### config.mk
export PLATFORM = sky130hd
export DESIGN_NAME = ram_port_arbiter
export DESIGN_NICKNAME = d
export VERILOG_FILES = /design/src/rtl/ram_port_arbiter.sv
export SDC_FILE = /design/constraint.sdc
export NUM_CORES = 1
export LEC_CHECK = 0
export BUFFER_PORTS_ARGS = -buffer_cell sky130_fd_sc_hd__buf_2
export CORE_ASPECT_RATIO = 0.6
export CORE_MARGIN = 8
export CORE_UTILIZATION = 62
export CTS_BUF_LIST = sky130_fd_sc_hd__clkbuf_16
export CTS_CLUSTER_SIZE = 30
export DETAILED_ROUTE_END_ITERATION = 10
export PLACE_DENSITY = 0.87
export SLEW_MARGIN = 25
export SYNTH_ARGS = -nofsm -noshare
export SYNTH_HDL_FRONTEND = slang
export SYNTH_SLANG_ARGS = --single-unit
### constraint.sdc
create_clock -name clk -period 3.66 [get_ports clk]
set_clock_uncertainty 0.1 [all_clocks]
set_input_delay 0.732 -clock clk [delete_from_list [all_inputs] [get_ports clk]]
set_output_delay 0.732 -clock clk [all_outputs]
set_load 0.01 [all_outputs]
### src/rtl/ram_port_arbiter.sv
// Two-requester round-robin arbiter in front of a single-port synchronous RAM.
// The granted requester's access is performed during its gnt cycle; read data
// appears on the shared rdata register one cycle later with a per-port rvalid.
module ram_port_arbiter #(
    parameter int unsigned DATA_W = 8,
    parameter int unsigned ADDR_W = 6
) (
    input  logic              clk,
    input  logic              rst,
    input  logic              req_a,
    input  logic              we_a,
    input  logic [ADDR_W-1:0] addr_a,
    input  logic [DATA_W-1:0] wdata_a,
    output logic              gnt_a,
    output logic              rvalid_a,
    input  logic              req_b,
    input  logic              we_b,
    input  logic [ADDR_W-1:0] addr_b,
    input  logic [DATA_W-1:0] wdata_b,
    output logic              gnt_b,
    output logic              rvalid_b,
    output logic [DATA_W-1:0] rdata
);

    localparam int unsigned DEPTH = 2 ** ADDR_W;

    typedef enum logic [1:0] {
        IDLE  = 2'd0,
        OWN_A = 2'd1,
        OWN_B = 2'd2
    } state_t;

    state_t            state;
    state_t            state_next;
    logic              last_served;      // 0 = A, 1 = B
    logic              recent_b;         // most recent owner including the current cycle
    logic              acc_valid;
    logic              acc_we;
    logic [ADDR_W-1:0] acc_addr;
    logic [DATA_W-1:0] acc_wdata;

    logic [DATA_W-1:0] mem [DEPTH];

    // Next owner: single requester wins outright, a tie goes to whoever was not served last.
    always_comb begin
        state_next = IDLE;
        recent_b   = last_served;
        if (state == OWN_A) begin
            recent_b = 1'b0;
        end else if (state == OWN_B) begin
            recent_b = 1'b1;
        end
        if (req_a && req_b) begin
            state_next = recent_b ? OWN_A : OWN_B;
        end else if (req_a) begin
            state_next = OWN_A;
        end else if (req_b) begin
            state_next = OWN_B;
        end
    end

    // Memory access mux: the current owner's command drives the RAM.
    always_comb begin
        acc_valid = (state == OWN_A) || (state == OWN_B);
        acc_we    = we_a;
        acc_addr  = addr_a;
        acc_wdata = wdata_a;
        if (state == OWN_B) begin
            acc_we    = we_b;
            acc_addr  = addr_b;
            acc_wdata = wdata_b;
        end
    end

    // State register with registered grants and round-robin history.
    always_ff @(posedge clk) begin
        if (rst) begin
            state       <= IDLE;
            gnt_a       <= 1'b0;
            gnt_b       <= 1'b0;
            last_served <= 1'b1;
        end else begin
            state       <= state_next;
            gnt_a       <= (state_next == OWN_A);
            gnt_b       <= (state_next == OWN_B);
            last_served <= recent_b;
        end
    end

    // RAM write port; contents survive reset but a write under reset is dropped.
    always_ff @(posedge clk) begin
        if (!rst && acc_valid && acc_we) begin
            mem[acc_addr] <= acc_wdata;
        end
    end

    // Registered read data and one-cycle read-valid pulses.
    always_ff @(posedge clk) begin
        if (rst) begin
            rdata    <= '0;
            rvalid_a <= 1'b0;
            rvalid_b <= 1'b0;
        end else begin
            rvalid_a <= (state == OWN_A) && !we_a;
            rvalid_b <= (state == OWN_B) && !we_b;
            if (acc_valid && !acc_we) begin
                rdata <= mem[acc_addr];
            end
        end
    end

endmodule

==> results.ini <==
[routing]
wl_per_cell_um=32.8
vias=12603
wl_um=56300
viasPerCell=7.36
drtIter0Drc=2520
drc=0
first_pass_iters=6
drtAntennaViolNets=0

[clock_tree]
htreeDepth=2
insertion_delay_ns=0.57
cts_buffer_depth=3
cts-root-buf=clkbuf_16
cts_setup_buffers=0
cts_made_buffers=44
tritoncts=built
ctsHoldBuffers=0
cts.sinks=527
ctsResizeCount=0
path_clk_slew_ns=0.07

[floorplan]
die_y_um=155
floorplan.initialDensity_pct=63.3
die_x_um=247
rows=50
die_area_um2=38200
ios=46
coreArea_um2=31300

[global_route]
grt-ovfl-total=0
grt_pass1_wl_um=81900
grt_max_degree=65
grt_pass1_vias=12276
grt_use_total_pct=29.2
antenna_found_initial=1

[synth]
ys_warn_count=0
yosysUniqueCellTypes=50
yosysSeqAreaShare_pct=79.0
yosys-top-cells-count=edfxtp_1, a22oi_1, nor2_1
synth_seq_cells=527
syn-cell-area_um2=19800
yosysMostFrequentCell=edfxtp_1
synth_fp_nets=1162
async_reset_ff_share_pct=0
yosysTopAreaCellShare_pct=77.5
ys_top_cells_by_area=edfxtp_1, a22oi_1, dfxtp_1
synth_flop_cell=edfxtp_1
synth-edff-count=512
syn-mean-instance-area_um2=17.6
synthCells=1126
yosysTopAreaCell=edfxtp_1

[timing]
tightest_slew_ns=0.962
fin_crit_ns=3.68
setup_ws_ns=-0.0216
rsz0062_at_grt=no
slew_headroom_pct=35.9
fmax_mhz=272
fin_crit_sh_pct=101
drv_slew=0
fin_hold_ws_ns=0.250
finalSetupViolCount=1
hold_violations=0

[final_layout]
seq_area_um2=15700
fillCellCount=1700
antenna_cells=0
drive_above_1_share_pct=20.6
synthToLayoutAreaGrowth_pct=15.5
fin_util_pct=73.1
multiInputGateArea_um2=3900
fin_nets=1299

[critical_path]
arrival_ns=4.01
cp.buffers_inverters=3
cp-start-kind=flip-flop
critical-path-slowest-cell=o21ai_0
critPathKind=reg -> reg
cp_cell_sequence=inv_1 -> ha_2 -> buf_4 -> nand2_1 -> o22ai_4 -> buf_12 -> a22oi_1 -> nand3_1 -> o21ai_0 -> nor4b_2 -> a311oi_1
r2r_cells=11
required_ns=3.99
rrSetupSlack_ns=-0.02
crit_path_max_incr_delay_ns=0.57
path_delay_family=compound AO/OA/AOI/OAI gates
worstReg2RegStart=state[0]
reg2reg_to=rdata[6]
crit_fanout=16
endpoint_kind=flip-flop

[place]
gp_congestion=0.996
dp_slack_ns=0.107
dp.final_hpwl_um=34700
port_buffers=45

[power_and_ir_drop]
leakagePower_nw=7.25
vdd_drop_max_v=0.000428
cellPowerDensity_nw_per_um2=549

[min_path]
min_from=we_b
hold_depth=2
min_to=rvalid_b
hp-class=in -> reg

[outcome]
violations=setup timing
status=finished, violations left

[flow_run]
drv_cap=0

-- worst max-delay path by stage --
stage,startpoint,endpoint,slack [ns],cells past startpoint
after global routing,state[0],rdata[1],0.02,10
after floorplan,state[0],mem[11][0],0.91,10
final,state[0],rdata[6],-0.02,11
after CTS,state[0],rdata[6],0.08,11
after global placement,addr_b[0],rdata[6],0.20,9
after detailed placement,addr_a[0],rdata[6],0.11,9
-- registers in the layout, summed over array words and instances (netlist names) --
signal,count
rvalid_a,1
mem,512
last_served,1
rdata,8
gnt_a,1
gnt_b,1
state,2
rvalid_b,1
-- cell families after synthesis --
logic type	count (synthesis)	synth area share, %
buf+inv	75	1.92
fa+ha+maj	2	0.126
mux	26	1.45
simple gates	140	3.45
compound gates	356	14.0
flops	527	79.0
-- through the flow --
stage                     std cells  power [W]  setup TNS [ns]  cell area, um^2
after floorplan                1126    0.00723               0            19800
after global placement         1633    0.00758               0            21400
after detailed placement       1633    0.00761               0            21400
after CTS                      1713     0.0125               0            22900
after global routing           1713     0.0128               0            22900
final                          1713     0.0126         -0.0216            22900
-- metal layers --
layer / global-route usage, % / routed length (um) / up-vias
met1: 40.7 / 19600 / 6136
met2: 42.3 / 24800 / 1286
met5: 0 / 11 / -
li1: - / - / 4991
met3: 9.92 / 9480 / 188
met4: 11.2 / 2370 / 2
-- report_power, final --
| group | leakage (nW) | switching (W) | internal, W | total, W |
|---|---|---|---|---|
| clock | 0.774 | 0.00212 | 0.00294 | 0.00506 |
| sequential | 4.72 | 0.0000138 | 0.00668 | 0.00669 |
| combinational | 1.76 | 0.000582 | 0.000251 | 0.000834 |
| total | 7.25 | 0.00271 | 0.00987 | 0.0126 |
-- layout make-up --
type,count,share of cell area [%]
clock buffer,45,4.91
clock inverter,35,1.81
inverter,5,0.0819
multi-input combinational,524,17.0
sequential,527,68.4
tap,416,2.27
timing repair buffer,161,5.55
-- cell usage in the layout (no fill, tap or decap), drive strengths merged, types with 8 or more instances in the layout --
cell type,n
nor2b,9
buf,161
nor2,55
inv,12
and3,14
a31oi,24
nand2,19
edfxtp,512
nand2b,8
bufinv,10
nand3,10
clkinv,15
dfxtp,15
a222oi,9
a41oi,34
mux2,19
a22o,30
o21ai,23
clkbuf,45
a22oi,197
No activity file was read; power rests on OpenSTA's default activity.
